[config.mk]
export PLATFORM = sky130hd
export DESIGN_NAME = fetch_unit
export DESIGN_NICKNAME = d
export VERILOG_FILES = /design/src/rtl/data_structures.sv /design/src/rtl/fetch_fifo.sv /design/src/rtl/fetch_unit.sv
export SDC_FILE = /design/constraint.sdc
export NUM_CORES = 1
export LEC_CHECK = 0
export ABC_AREA = 1
export CORE_UTILIZATION = 52
export CTS_CLUSTER_SIZE = 8
export DETAILED_ROUTE_END_ITERATION = 16
export PLACE_DENSITY = 0.83
export SLEW_MARGIN = 15
export SYNTH_ARGS = -nofsm -noshare
export SYNTH_HDL_FRONTEND = slang
export SYNTH_SLANG_ARGS = --single-unit
[constraint.sdc]
create_clock -name in_clk -period 5.2 [get_ports in_clk]
set_input_delay 1.04 -clock in_clk [delete_from_list [all_inputs] [get_ports in_clk]]
set_output_delay 1.04 -clock in_clk [all_outputs]
set_load 0.02 [all_outputs]
[src/rtl/data_structures.sv]
// Shared front-end types and constants.
package data_structures;

  localparam int unsigned INSN_SIZE = 32;
  localparam int unsigned PC_SIZE   = 64;

  localparam logic [INSN_SIZE-1:0] HLT_INSN = 32'hD440_0000;
  localparam logic [INSN_SIZE-1:0] NOP_INSN = 32'hD503_201F;

  typedef enum logic [0:0] {
    FETCH  = 1'b0,
    HALTED = 1'b1
  } fetch_state_t;

  // One instruction queue entry: the fetched word and the PC it came from.
  typedef struct packed {
    logic [INSN_SIZE-1:0] insn;
    logic [PC_SIZE-1:0]   pc;
  } fetch_entry_t;

endpackage

[src/rtl/fetch_fifo.sv]
// Circular instruction queue with push/pop/flush and occupancy count.
module fetch_fifo #(
  parameter int unsigned DEPTH = 4,
  parameter int unsigned WIDTH = 96
) (
  input  logic                         clk,
  input  logic                         rst_n,
  input  logic                         push,
  input  logic                         pop,
  input  logic                         flush,
  input  logic [WIDTH-1:0]             wdata,
  output logic [WIDTH-1:0]             rdata,
  output logic                         full,
  output logic                         empty,
  output logic [$clog2(DEPTH+1)-1:0]   count
);

  localparam int unsigned PW = $clog2(DEPTH);
  localparam int unsigned CW = $clog2(DEPTH + 1);

  logic [WIDTH-1:0] mem [DEPTH];
  logic [PW-1:0]    wr_ptr;
  logic [PW-1:0]    rd_ptr;
  logic             do_push;
  logic             do_pop;

  assign empty   = (count == '0);
  assign full    = (count == CW'(DEPTH));
  assign do_pop  = pop && !flush && !empty;
  assign do_push = push && !flush && (!full || do_pop);
  assign rdata   = mem[rd_ptr];

  // Pointer and occupancy bookkeeping; power-of-two depth lets pointers wrap naturally.
  always_ff @(posedge clk or negedge rst_n) begin
    if (!rst_n) begin
      wr_ptr <= '0;
      rd_ptr <= '0;
      count  <= '0;
    end else if (flush) begin
      wr_ptr <= '0;
      rd_ptr <= '0;
      count  <= '0;
    end else begin
      if (do_push) wr_ptr <= wr_ptr + PW'(1);
      if (do_pop)  rd_ptr <= rd_ptr + PW'(1);
      unique case ({do_push, do_pop})
        2'b10:   count <= count + CW'(1);
        2'b01:   count <= count - CW'(1);
        default: count <= count;
      endcase
    end
  end

  // Storage array; contents need no reset since reads are gated by occupancy.
  always_ff @(posedge clk) begin
    if (do_push) mem[wr_ptr] <= wdata;
  end

endmodule

[src/rtl/fetch_unit.sv]
// Fetch stage: PC generation, in-order imem requests, instruction queue to dispatch.
module fetch_unit
  import data_structures::*;
#(
  parameter logic [PC_SIZE-1:0] RESET_PC        = 64'h0,
  parameter int unsigned        FIFO_DEPTH      = 4,
  parameter int unsigned        MAX_OUTSTANDING = 4
) (
  input  logic                 in_clk,
  input  logic                 in_rst,
  input  logic                 in_stall,
  input  logic                 in_rob_redirect,
  input  logic [PC_SIZE-1:0]   in_rob_redirect_pc,
  output logic                 out_imem_req_valid,
  input  logic                 in_imem_req_ready,
  output logic [PC_SIZE-1:0]   out_imem_req_addr,
  input  logic                 in_imem_resp_valid,
  input  logic [INSN_SIZE-1:0] in_imem_resp_data,
  output logic                 out_d_done,
  output logic [INSN_SIZE-1:0] out_d_insnbits,
  output logic [PC_SIZE-1:0]   out_d_pc,
  output logic                 out_halted
);

  localparam int unsigned OW  = $clog2(MAX_OUTSTANDING + 1);
  localparam int unsigned FCW = $clog2(FIFO_DEPTH + 1);
  localparam int unsigned SW  = $clog2(MAX_OUTSTANDING + FIFO_DEPTH + 1);
  localparam int unsigned EW  = $bits(fetch_entry_t);

  fetch_state_t       state;
  fetch_state_t       state_nx;
  logic [PC_SIZE-1:0] pc;
  logic [PC_SIZE-1:0] resp_pc;
  logic [PC_SIZE-1:0] redirect_pc;
  logic [OW-1:0]      outstanding;
  logic [OW-1:0]      discard;
  logic [FCW-1:0]     fifo_count;
  logic               fifo_full;
  logic               fifo_empty;
  logic               fifo_push;
  logic               fifo_pop;
  logic               req_ok;
  logic               req_fire;
  logic               resp_keep;
  fetch_entry_t       fifo_wdata;
  fetch_entry_t       fifo_rdata;

  assign redirect_pc = in_rob_redirect_pc & ~(PC_SIZE'(3));

  // Credit rule: every issued request already owns a queue slot.
  assign req_ok = (state == FETCH) && !in_rob_redirect && !fifo_full
               && (outstanding < OW'(MAX_OUTSTANDING))
               && ((SW'(outstanding) + SW'(fifo_count)) < SW'(FIFO_DEPTH));
  assign req_fire           = req_ok && in_imem_req_ready;
  assign out_imem_req_valid = req_ok && in_rst;
  assign out_imem_req_addr  = pc;

  // Responses owed to a squashed path are dropped; after HLT nothing more is queued.
  assign resp_keep  = in_imem_resp_valid && (discard == '0);
  assign fifo_push  = resp_keep && (state == FETCH) && !in_rob_redirect;
  assign fifo_wdata = '{insn: in_imem_resp_data, pc: resp_pc};

  assign out_d_done     = !fifo_empty && !in_stall && !in_rob_redirect;
  assign fifo_pop       = out_d_done;
  assign out_d_insnbits = fifo_empty ? '0 : fifo_rdata.insn;
  assign out_d_pc       = fifo_empty ? '0 : fifo_rdata.pc;
  assign out_halted     = (state == HALTED);

  fetch_fifo #(
    .DEPTH (FIFO_DEPTH),
    .WIDTH (EW)
  ) u_fifo (
    .clk   (in_clk),
    .rst_n (in_rst),
    .push  (fifo_push),
    .pop   (fifo_pop),
    .flush (in_rob_redirect),
    .wdata (fifo_wdata),
    .rdata (fifo_rdata),
    .full  (fifo_full),
    .empty (fifo_empty),
    .count (fifo_count)
  );

  // Fetch state register.
  always_ff @(posedge in_clk or negedge in_rst) begin
    if (!in_rst) state <= FETCH;
    else         state <= state_nx;
  end

  // Next state: redirect always resumes fetching; a queued HLT stops it.
  always_comb begin
    state_nx = state;
    if (in_rob_redirect) begin
      state_nx = FETCH;
    end else if (fifo_push && (in_imem_resp_data == HLT_INSN)) begin
      state_nx = HALTED;
    end
  end

  // Request PC and the PC tag for the next queued response.
  always_ff @(posedge in_clk or negedge in_rst) begin
    if (!in_rst) begin
      pc      <= RESET_PC;
      resp_pc <= RESET_PC;
    end else if (in_rob_redirect) begin
      pc      <= redirect_pc;
      resp_pc <= redirect_pc;
    end else begin
      if (req_fire)  pc      <= pc + PC_SIZE'(4);
      if (fifo_push) resp_pc <= resp_pc + PC_SIZE'(4);
    end
  end

  // In-flight request count and number of stale responses still to drop.
  always_ff @(posedge in_clk or negedge in_rst) begin
    if (!in_rst) begin
      outstanding <= '0;
      discard     <= '0;
    end else begin
      unique case ({req_fire, in_imem_resp_valid})
        2'b10:   outstanding <= outstanding + OW'(1);
        2'b01:   outstanding <= outstanding - OW'(1);
        default: outstanding <= outstanding;
      endcase
      if (in_rob_redirect) begin
        discard <= outstanding - OW'(in_imem_resp_valid);
      end else if (in_imem_resp_valid && (discard != '0)) begin
        discard <= discard - OW'(1);
      end
    end
  end

endmodule

Word level (Yosys, flattened, before mapping). Memory sizes are Yosys's and may differ from the RTL's. Cells that the tools add are included.

Order comparisons: 2. Mux-type cells: 19. Reduce and logical (&&, ||, !) cells: 33. $add $sub $neg: 11. Eq/ne operators: 6. Bitwise gates (word level): 1.

Operators with widths (count): $mux 64 (5); $add 64x3->64 const B (2); $eq 32x32->1 const B (1); $mux 32 (1); $logic_and 1x1->1 (17); $reduce_bool 2->1 (7); $pmux 3 s2 (2); $mux 3 (3); $sub 3x1->3 const B (3); $mux 2 (4); $add 3x1->3 const B (2); $logic_not 3->1 (2); $reduce_bool 3->1 (2); $add 2x1->2 const B (2); $add 3x3->4 (1); $eq 2x1->1 const B (2); $eq 2x2->1 const B (2); $logic_not 1->1 (4); $lt 4x3->1 const B (1); $mux 1 (4); $eq 3x3->1 const B (1); $lt 3x3->1 const B (1); $sub 3x1->3 (1); $logic_or 1x1->1 (1); $not 1->1 (1).

Memories kept: 1. Logic and storage cells: 81. Input bits: 102. RAM bits: 384. Register bits after elaboration: 142. Output and inout port bits: 163.

Memory list: u_fifo.mem (depth 4, width 96, read ports 1, clocked after memory_dff 0, wr ports 1, RTL line fetch_fifo.sv:21) `logic [WIDTH-1:0] mem [DEPTH];`.

Depth between registers and ports, before layout. Gate-level depths: netlist (run 1).

Word-level depth: 11. Depth in mapped cells: 12.

Hierarchy. A second synthesis (run 1) with hierarchy kept.

Cells, all modules: 2801. Area total of the unflattened synthesis: 25670.9 um^2.

By module, submodules not included: fetch_fifo (seq. area each 11706.2 um^2, instances 1, cells each 995, area an instance 14697.8 um^2); fetch_unit (seq. area each 3278.1 um^2, instances 1, cells each 1806, area an instance 10973.0 um^2).

Least setup slack after synthesis (run 1). Ideal clock, no wire load.

Kind: in2reg. Start point: in in_imem_resp_valid. End point: mem u_fifo.mem[0][10] (enable). Cell stages on the path: 4. Slack: -787 ps. Arrival time: 5440 ps. Path through: nand4_1 -> nor2_1 -> o21ai_2 -> nor2_1.

Word-level cells in the longest chain between the ends: 7.

Ends and longest elaborated chain: from (decl) (RTL line fetch_unit.sv:17) `input logic in_imem_resp_valid,`; $logic_and 1x1->1 (RTL line fetch_unit.sv:59) `assign resp_keep = in_imem_resp_valid && (discard == '0);`; $logic_and 1x1->1 (2 in a row) (RTL line fetch_unit.sv:60) `assign fifo_push = resp_keep && (state == FETCH) && !in_rob_redirect;`; $logic_and 1x1->1 (2 in a row) (RTL line fetch_fifo.sv:30) `assign do_push = push && !flush && (!full || do_pop);`; $mux 1 (RTL line fetch_fifo.sv:56) `if (do_push) mem[wr_ptr] <= wdata;`; $mux 1 (not written as such) (RTL line fetch_fifo.sv:56); to (decl) (RTL line fetch_fifo.sv:21).

No other way between the ends.

Worst setup path after layout (run 1).
Start point: reg u_fifo.rd_ptr[0]. End point: out out_d_insnbits[26].

Word-level cells in the longest chain between the ends: 2.

Ends and longest elaborated chain: from (decl) (RTL line fetch_fifo.sv:23) `logic [PW-1:0] rd_ptr;`; from (signal assigned) (RTL line fetch_fifo.sv:45) `if (do_pop) rd_ptr <= rd_ptr + PW'(1);`; $mem_v2 4x96; $mux 32 (RTL line fetch_unit.sv:65) `assign out_d_insnbits = fifo_empty ? '0 : fifo_rdata.insn;`; to (decl) (RTL line fetch_unit.sv:20) `output logic [INSN_SIZE-1:0] out_d_insnbits,`.

No other way between the ends.

==> reports/results.md, run 1 <==
| Metric | This run |
|:---|:---|
| Status | completed |
| Height of the chip | 218.6 um |
| Diode count | 0 |
| Maximum fanout along the worst path | 64 |
| Warnings from Yosys | 0 |
| Post-synthesis average cell area | 9.230 um2 |
| Type of the tightest min-delay check | input pin to async pin |
| Number of buffers inserted during clock tree synthesis | 74 |
| Worst setup SP type | flip-flop |
| Final count of hold timing violations | 0 |
| Dominant cells by area after synthesis | sky130_fd_sc_hd__edfxtp_1 46%, sky130_fd_sc_hd__dfrtp_1 14%, sky130_fd_sc_hd__nor2_1 9.0% |
| Unrepaired setup endpoints after global routing | no |
| Insertion delay to the later sink of the worst-skew pair | 0.60 ns |
| Sequential share of the synthesized area | 60.44% |
| Total core area | 46460 um2 |
| Number of antenna violations at the first check in global routing | 0 |
| Clock transition at path regs | 0.05 ns |
| Number of synthesized flops with an enable pin | 376 |
| Number of global-route vias before repair | 19540 |
| Vias after detailed routing | 20340 |
| Async S/R FF share, synth | 26.85% |
| Transition time at the pin with the least slew margin | 1.000 ns |
| Row count | 79 |
| GPL Wtd Cong | 0.9302 |
| Global-route met3 utilization | 5.414% |
| Post-route ant nets | 0 |
| Biggest area consumer among synthesized cells | sky130_fd_sc_hd__edfxtp_1 |
| Setup violations, final | 0 |
| Pin count of the biggest net entering global routing | 144 |
| Number of distinct library cells after synthesis | 46 |
| CP Capture Type | output pin |
| Initial standard-cell utilization of the core | 52.51% |
| HPWL Detailed | 45450 um |
| Level count of the clock H-tree | 3 |
| Wire length of the first global-routing pass | 106700 um |
| Met2 capacity usage during global routing | 46.99% |
| Die outline area | 47790 um2 |
| Clock root buffer master | sky130_fd_sc_hd__clkbuf_16 |
| Remaining DRCs | 0 |
| Post-CTS Hold Fix Bufs | 0 |
| Cell area after synthesis | 24400 um2 |
| Chip Width | 218.6 um |
| TritonCTS clock tree | done |
| Overall Global Routing Usage | 29.39% |
| CTS sink cnt | 514 |
| Most frequently used flop master after synthesis | sky130_fd_sc_hd__edfxtp_1 |
| Required time at the worst-slack endpoint | 4.16 ns |
| Peak VDD IR | 0.0003478 V |
| Crit share post-route | 86.02% |
| Post-synth top cells | 583 x sky130_fd_sc_hd__nor2_1, 503 x sky130_fd_sc_hd__nand2_1, 376 x sky130_fd_sc_hd__edfxtp_1, 250 x sky130_fd_sc_hd__o21ai_0, 168 x sky130_fd_sc_hd__inv_1 |
| Maximum Capacitance Violations | 0 |
| Met1 GRT Util | 38.51% |
| Count of placed standard cells in the final layout, fillers left out | 3533 |
| Post-Synthesis Cells | 2643 |
| Final min period | 4.473 ns |
| Total routed wirelength | 70730 um |
| Layout fillers | 3567 |
| Final worst hold slack | 0.3180 ns |
| Average wire length per cell after detail routing | 20.02 um |
| Vias per Instance | 5.756 |
| Starting DRC count in detailed routing | 2197 |
| Detailed Routing Iterations Pass 1 | 6 |
| Fmax | 0.2235 GHz |
| Number of max-slew violations in the final report | 0 |
| Post-layout nets | 3010 |
| Lkg Pwr | 11.09 nW |
| Clock Skews | 0.02805 ns |
| Arrival @ worst endpoint | 3.43 ns |
| Flip-flop and latch count after synthesis | 514 |
| Number of buffers on the longest clock path | 3 |
| Most frequent cell after synthesis | sky130_fd_sc_hd__nor2_1 |
| Postcts setup bufs | 0 |
| GRT overflow | 0 |
| Worst Setup Path Type | flip-flop to output pin |
| Top cell type's share of synthesized area | 46.28% |
| Area Overhead vs Synth | 21.70% |
| Cell area power density | 475.0 nW/um2 |
| Worst slew margin relative to its limit | 33.32% |
| Most used routing layer | met2 |
| Fraction of layout instances using a drive strength above 1 | 5.297% |
| Resize count post-CTS | 0 |
| Placed Cells incl. Taps | 3424 |
| Number of placed I/O pins | 265 |
| Count of input and output buffers | 258 |
-- state kept, by name, summed over array words and instances, names as in the netlist --
register and flops:
out_halted 1, out_imem_req_addr 62, u_fifo.rd_ptr 2, outstanding 3, u_fifo.mem 376, discard 3
resp_pc 62, u_fifo.count 3, u_fifo.wr_ptr 2
-- per-layer routing --
metal	up-vias	part of all wire [%]	wire length, um
met5	-	0	0
met4	0	4.3	3025
met3	190	10	7228
met2	1133	46	32840
met1	9633	39	27640
li1	9379	-	-
-- worst max-delay path, cell delays in order, from the launching register on --
cell	delay [ns]
sky130_fd_sc_hd__dfrtp_4	0.71
sky130_fd_sc_hd__inv_4	0.43
sky130_fd_sc_hd__buf_4	0.56
sky130_fd_sc_hd__o21ai_0	0.18
sky130_fd_sc_hd__a21oi_1	0.25
sky130_fd_sc_hd__clkdlybuf4s50_1	0.64
-- per-stage QoR --
step	worst slack (ns)	TNS (ns)	util (%)	power, W	area [um2]
after floorplan	-0.7874	-296.07	-	0.007735	24410
after global placement	1.396	0	59.45	0.009636	27620
after detailed placement	1.354	0	59.45	0.009749	27620
after CTS	0.7244	0	63.91	0.01412	29690
after global routing	0.5803	0	63.91	0.01471	29690
final	0.7267	0	63.91	0.01410	29690
-- final cells by class --
class                           count  area (um2)  area share, %
Tap cell                          607       759.5          2.558
Inverter                          173       651.9          2.196
Clock inverter                      6       67.56         0.2276
Sequential cell                   514       14750          49.68
Timing Repair Buffer              281        2851          9.604
Multi-Input combinational cell   1849        8608          28.99
Clock buffer                      103        2003          6.747
-- final timing paths --
check	endpoint	cells past startpoint	slack, ns	from
worst max-delay path	out_d_insnbits[26]	5	0.73	u_fifo.rd_ptr[0]
worst min-delay path	out_imem_req_addr[56]	1	0.32	in_rst
worst max register to register	out_imem_req_addr[37]	13	2.24	u_fifo.count[2]
worst min register to register	discard[2]	2	0.55	discard[2]
max in group asynchronous	out_imem_req_addr[46]	2	3.56	in_rst
min in group in_clk	discard[2]	2	0.55	discard[2]
-- power by group --
| group | internal (W) | switching, W |
|---|---|---|
| clock | 0.00265 | 0.00170 |
| combinational | 0.00167 | 0.00267 |
| sequential | 0.00485 | 0.000574 |
| total | 0.00916 | 0.00494 |
-- cells in the final DEF, fill, tap and decap left out, types with 2 or more instances in the layout --
cell type                           n
sky130_fd_sc_hd__nor3_4             2
sky130_fd_sc_hd__clkbuf_16         76
sky130_fd_sc_hd__nand2_2            7
sky130_fd_sc_hd__inv_2              3
sky130_fd_sc_hd__edfxtp_1         376
sky130_fd_sc_hd__dfrtp_1          136
sky130_fd_sc_hd__a21oi_1          120
sky130_fd_sc_hd__o211ai_1          31
sky130_fd_sc_hd__buf_12             8
sky130_fd_sc_hd__nor2_1           577
sky130_fd_sc_hd__ha_1              13
sky130_fd_sc_hd__clkbuf_1          27
sky130_fd_sc_hd__or2_2              5
sky130_fd_sc_hd__o21ai_1            4
sky130_fd_sc_hd__nor2_4            11
sky130_fd_sc_hd__conb_1             4
sky130_fd_sc_hd__inv_6              3
sky130_fd_sc_hd__xor2_1            39
sky130_fd_sc_hd__nor4_1             8
sky130_fd_sc_hd__nand2_4            2
sky130_fd_sc_hd__fa_1               2
sky130_fd_sc_hd__and2_1             2
sky130_fd_sc_hd__nor2_2            10
sky130_fd_sc_hd__nand4_1           35
sky130_fd_sc_hd__o21bai_1           7
sky130_fd_sc_hd__clkdlybuf4s50_1  256
sky130_fd_sc_hd__nor3_1            24
sky130_fd_sc_hd__o21ai_0          250
sky130_fd_sc_hd__o221ai_1           4
sky130_fd_sc_hd__nand3b_1           4
sky130_fd_sc_hd__nand2_1          503
sky130_fd_sc_hd__inv_1            168
sky130_fd_sc_hd__xnor2_1           20
sky130_fd_sc_hd__nand3_1          151
sky130_fd_sc_hd__buf_4             15
sky130_fd_sc_hd__a31oi_1            3
-- kinds of logic (layout without fill, tap and decap cells) --
group | count (synthesis) | in the layout | share of synthesized area (%)
other cells | 1 | 4 | 0.01537
buf+inv | 283 | 563 | 4.493
xor+xnor | 59 | 59 | 2.118
flops | 514 | 514 | 60.44
simple gates | 1347 | 1347 | 22.88
fa+ha+maj | 15 | 15 | 0.8309
compound gates | 424 | 424 | 9.222
Note: power is estimated with default switching activity, not from simulation.
==> run 2, diff against run 1 <==
==> constraint.sdc (replaced) <==
create_clock -name in_clk -period 3.82 [get_ports in_clk]
set_input_delay 0.764 -clock in_clk [delete_from_list [all_inputs] [get_ports in_clk]]
set_output_delay 0.764 -clock in_clk [all_outputs]
set_load 0.02 [all_outputs]
==> run 2 against run 1 <==
Effect of this change: total power rose by 38%; first-iteration DRC count fell by 1.2%; register-to-register slack got worse by 0.87 ns; non-clock buffer count rose by 21; via count rose by 0.91%; sequential share of layout area fell by 0.54 points; critical endpoint is now out_d_pc[19]; worst setup slack got worse by 0.56 ns; core utilization rose by 0.70 points; hold slack got worse by 0.066 ns; flip-flop and latch count did not move.
==> reports/results.md, run 2 (synthesis results as in run 1) <==
| Metric | This run |
|:---|:---|
| Cell area after layout | 30020 um2 |
| Row count | 79 |
| Type of the tightest min-delay check | input pin to async pin |
| Clock transition at path regs | 0.05 ns |
| Peak VDD IR | 0.0005915 V |
| Remaining DRCs | 0 |
| Final count of hold timing violations | 0 |
| Number of placed I/O pins | 265 |
| Worst slew margin relative to its limit | 36.69% |
| Total cell area at the placement stage | 27860 um2 |
| TritonCTS clock tree | done |
| Chip Width | 218.6 um |
| Number of buffers on the longest clock path | 3 |
| Number of buffers inserted during clock tree synthesis | 74 |
| Maximum fanout along the worst path | 67 |
| Power, Total | 0.01946 W |
| Worst Setup Path Type | flip-flop to output pin |
| Die outline area | 47790 um2 |
| Diode count | 0 |
| Count of placed standard cells in the final layout, fillers left out | 3554 |
| HPWL Detailed | 48490 um |
| Final Worst Setup Slack | 0.1683 ns |
| Critical path's top delay family | buffers and inverters |
| Unrepaired setup endpoints after global routing | no |
| Pin count of the biggest net entering global routing | 95 |
| Total area of sequential cells | 14750 um2 |
| Number of max-slew violations in the final report | 0 |
| Cell area power density | 648.5 nW/um2 |
| Status | completed |
| Worst Reg2Reg Path Length in Cells | 5 |
| Transition time at the pin with the least slew margin | 0.9496 ns |
| Layout fillers | 3561 |
| Clock Skews | 0.03781 ns |
| Largest register by flop count | u_fifo.mem |
| Vias after detailed routing | 20520 |
| Initial standard-cell utilization of the core | 52.51% |
| GRT overflow | 0 |
| Count of input and output buffers | 258 |
| Number of antenna violations at the first check in global routing | 0 |
| CTS sink cnt | 514 |
| Average wire length per cell after detail routing | 20.64 um |
| Maximum Capacitance Violations | 0 |
| Vias per Instance | 5.774 |
| Level count of the clock H-tree | 3 |
| Total routed wirelength | 73350 um |
| Clock root buffer master | sky130_fd_sc_hd__clkbuf_16 |
| Combined area of the multi-input logic cells | 8612 um2 |
| Total core area | 46460 um2 |
| Overall Global Routing Usage | 30.68% |
| Detailed Routing Iterations Pass 1 | 5 |
| Starting DRC count in detailed routing | 2170 |
| WP depth | 5 |
| Number of global-route vias before repair | 20060 |
| Peak per-stage delay on the critical path | 0.67 ns |
| Commonest non-fill, non-tap cells in the layout | 577 x sky130_fd_sc_hd__nor2_1, 503 x sky130_fd_sc_hd__nand2_1, 376 x sky130_fd_sc_hd__edfxtp_1 |
| Worst path buffer plus inverter count | 3 |
| Worst setup SP type | flip-flop |
| Post-route ant nets | 0 |
| Pre-CTS worst setup slack | 0.6505 ns |
| Final min period | 3.652 ns |
| Fraction of layout instances using a drive strength above 1 | 6.006% |
| CP Capture Type | output pin |
| Lkg Pwr | 11.24 nW |
| Most common library cell in the layout ignoring fill and taps | sky130_fd_sc_hd__nor2_1 |
| Cell breakdown of the critical path | inv_8 -> buf_12 -> o21ai_0 -> a21oi_1 -> clkdlybuf4s50_1 |
| Area Overhead vs Synth | 23.03% |
| GPL Wtd Cong | 0.9422 |
| Insertion delay to the later sink of the worst-skew pair | 0.61 ns |
| Post-layout nets | 3031 |
| Setup violations, final | 0 |
| Post-CTS Hold Fix Bufs | 0 |
| Required time at the worst-slack endpoint | 3.06 ns |
| Fmax | 0.2738 GHz |
| Wire length of the first global-routing pass | 111100 um |
| Number of flip-flops in the largest register | 376 |
| Arrival @ worst endpoint | 2.89 ns |
| Height of the chip | 218.6 um |
| Placed Cells incl. Taps | 3444 |
| Master of the slowest instance on the critical path | sky130_fd_sc_hd__clkdlybuf4s50_1 |
| Crit share post-route | 95.60% |
[run 2: changes by cell type in the layout (fill, tap and decap cells not counted), sizes merged]
cell,change
inv,-2
clkbuf,+1
clkinv,+1
buf,+21
[run 2: worst paths after layout]
kind / from / to / slack [ns]
setup / recovery: u_fifo.rd_ptr[0] / out_d_pc[19] / 0.17
min in group in_clk: discard[2] / discard[2] / 0.55
max in group asynchronous: in_rst / resp_pc[58] / 2.21
setup reg to reg: u_fifo.count[1] / u_fifo.mem[0][44] / 1.37
hold reg to reg: discard[2] / discard[2] / 0.55
hold / removal: in_rst / out_imem_req_addr[50] / 0.25
[run 2: what timing repair did]
action,CTS,global route
resized for setup,2,4
setup buffers,0,1
endpoints found under the setup margin,6,29
[run 2: final cells by class]
class / instances / share of cell area (%)
Timing Repair Buffer: 302 / 10.38
Tap cell: 607 / 2.530
Clock inverter: 5 / 0.3502
Multi-Input combinational cell: 1849 / 28.69
Sequential cell: 514 / 49.14
Clock buffer: 104 / 6.720
Inverter: 173 / 2.189
[run 2: per-layer routing]
layer | share of wire, % | GRT usage, % | vias to the layer above
met5 | 0 | 0 | -
met4 | 3.8 | 13.19 | 0
met1 | 40 | 40.90 | 9841
li1 | - | - | 9415
met3 | 9.5 | 5.678 | 165
met2 | 47 | 49.10 | 1100
[run 2: report_power, final]
part           internal [W]  switching (W)  total [W]
Clock               0.00364        0.00236    0.00600
Combinational       0.00236        0.00373    0.00609
Sequential          0.00660       0.000772    0.00737
Total                0.0126        0.00686     0.0195
[run 2: through the flow]
stage | util, % | setup TNS, ns | hold WS (ns)
2_1_floorplan | - | -126.10 | 0.4684
3_3_place_gp | 59.97 | 0 | 0.5255
3_5_place_dp | 59.97 | 0 | 0.5397
4_1_cts | 64.55 | 0 | 0.2633
5_1_grt | 64.61 | 0 | 0.2870
6_report | 64.61 | 0 | 0.2520
==> patch (config.mk and constraints of run 1) <==
Change the parameter `MAX_OUTSTANDING` from 4 to 2.
--- a/src/rtl/fetch_unit.sv
+++ b/src/rtl/fetch_unit.sv
@@ -5,5 +5,5 @@
   parameter logic [PC_SIZE-1:0] RESET_PC        = 64'h0,
   parameter int unsigned        FIFO_DEPTH      = 4,
-  parameter int unsigned        MAX_OUTSTANDING = 4
+  parameter int unsigned        MAX_OUTSTANDING = 2
 ) (
   input  logic                 in_clk,
Check against the original RTL: not equivalent (Yosys sat finds a counterexample within 4 cycles, from zero or initial values and one cycle with in_rst low).
==> patch against run 1 <==
  * Worst hold slack worse by 0.0057 ns
  * Area after synthesis rose by 0.75%
  * Sequential cell count fell by 2
  * Synthesized cell count up 2.3%
  * Power rose by 0.29%
  * Wire length grew 8.8%
  * Worst setup slack improved by 0.14 ns
  * Critical path depth is the same
  * Final cell count increased by 1.6%
  * Sequential power barely moved
  * Cell area grew 0.21%
==> patch: results (changes against run 1) <==
[synth]
ys.flop_type = edfxtp_1
ys_warn_count = 0  ; unchanged
ys_seq_area_share_pct = 59.78  ; -0.66 points
synth_async_sr_flop_share_pct = 26.56  ; -0.29 points
synthTopCellsByArea = edfxtp_1, dfrtp_1, nor2_1, nand2_1, o21ai_0
synth_commonest_cells = nor2_1, nand2_1, edfxtp_1
yosys.cell_types.count = 41  ; -11%
synth-edff-count = 376  ; unchanged
syn_inst = 2705  ; +2.3%

[sta]
worstMarginPinSlew_ns = 1.111  ; +0.1109 ns
fin_skew_ns = 0.02717  ; -0.0008839 ns

[placement]
dp_slack_ns = 1.488  ; +0.1333 ns
io_buffers = 258  ; unchanged
dpl.hpwl_um = 51300  ; +13%
post-place-cells = 3484  ; +1.8%
gp_congestion = 1.062  ; +14%
dpl-instance-area_um2 = 27740  ; +0.45%

[layout]
nets = 3065  ; +1.8%
fillers = 3545  ; -0.62%
max_flop_register = u_fifo.mem
syn2layout_area_growth_pct = 21.04
drive_above_1_share_pct = 4.899  ; -0.40 points
largest_reg_flops = 376  ; unchanged

[power_and_ir_drop]
intPower_mw = 9.106  ; -0.59%
p_leak_nw = 11.20  ; +0.97%
ir_drop_uv = 410.6  ; +18%

[grt]
grt_pass1_vias = 20190  ; +3.3%
grt_pass1_wl_um = 115100  ; +7.9%
grt_max_degree = 179  ; +24%
grt.total_usage_pct = 32.05  ; +2.7 points
antenna_found_initial = 0  ; unchanged

[status]
outcome = finished clean

[clock_network]
cts_root_buf = clkbuf_16
post-cts-setup-buffers = 0  ; unchanged
h-tree-depth = 3  ; unchanged
postCtsResizedCells = 0  ; unchanged
cts_buffer_depth = 3  ; unchanged
path_clk_slew_ns = 0.06
clkLatencyLatePin_ns = 0.61
cts_buffers = 73  ; -1.4%

[critical_path]
crit_path_max_fanout = 64  ; unchanged
cp_data_arrival_time_ns = 3.29  ; -0.14 ns

[detailed_routing]
avgViaCountPerCell = 5.789  ; +0.57%
first_iter_violations = 2049  ; -6.7%
num_vias = 20770  ; +2.1%
wl_per_cell_um = 21.46  ; +7.2%
first_pass_iters = 6  ; unchanged

[worst_hold_path]
min_path_type = in -> async

## patch: area by class of cell
class | count | area share (%)
antenna | 1 | 0.008411
clock buffer | 98 | 6.455
clock inverter | 5 | 0.2860
inverter | 184 | 2.330
multi-input combinational | 1902 | 29.51
sequential | 512 | 49.40
tap | 607 | 2.553
timing repair buffer | 279 | 9.450
## patch: path summary, 6_finish.rpt
path                                                    from                                end  slack, ns  cells past startpoint
worst max-delay path            u_fifo.rd_ptr[0]$_DFFE_PN0P_                 out_d_insnbits[29]       0.87                      5
worst min-delay path                                  in_rst  out_imem_req_addr[45]$_DFFE_PN0N_       0.31                      1
worst max register to register    outstanding[1]$_DFFE_PN0P_  out_imem_req_addr[20]$_DFFE_PN0N_       2.37                     11
worst min register to register    outstanding[0]$_DFFE_PN0P_         outstanding[0]$_DFFE_PN0P_       0.54                      1
max in group asynchronous                             in_rst       u_fifo.rd_ptr[0]$_DFFE_PN0P_       3.64                      2
min in group in_clk               outstanding[0]$_DFFE_PN0P_         outstanding[0]$_DFFE_PN0P_       0.54                      1
## patch: worst max-delay path, stage by stage (launching register included)
cell and delay (ns):
dfrtp_4 0.57, inv_4 0.31, buf_4 0.56, o21ai_0 0.26, a21oi_1 0.29, clkdlybuf4s50_1 0.66
## patch: cells by family (layout without fill, tap and decap cells)
| group | after synthesis | count (layout) | synth area share (%) |
|---|---|---|---|
| other | 1 | 5 | 0.01526 |
| AOI/OAI and AO/OA | 423 | 423 | 9.178 |
| buffers and inverters | 294 | 566 | 4.693 |
| xor gates and xnor gates | 66 | 66 | 2.352 |
| and+or+nand+nor | 1398 | 1398 | 23.39 |
| adders and majority gates | 11 | 11 | 0.5905 |
| DFF | 512 | 512 | 59.78 |
## patch: through the flow
step	TNS [ns]	total power, mW
detailed placement	0	9.864
global route	0	14.73
finish	0	14.14
floorplan	-307.55	7.796
global placement	0	9.735
CTS	0	14.13
## patch: power groups by stage
stage | registers, mW | logic [mW] | clock network (mW)
floorplan | 5.40 | 2.39 | 0
global placement | 5.45 | 4.28 | 0
detailed placement | 5.48 | 4.38 | 0
CTS | 5.42 | 4.42 | 4.30
global route | 5.48 | 4.77 | 4.48
finish | 5.44 | 4.44 | 4.27
## patch: metal layers
layer	vias to the layer above	wire length, µm	global-route usage [%]
met3	184	7007	5.114
met1	9941	30390	42.46
met4	0	3674	16.48
met5	-	0	0
li1	9526	-	-
met2	1119	35910	51.04
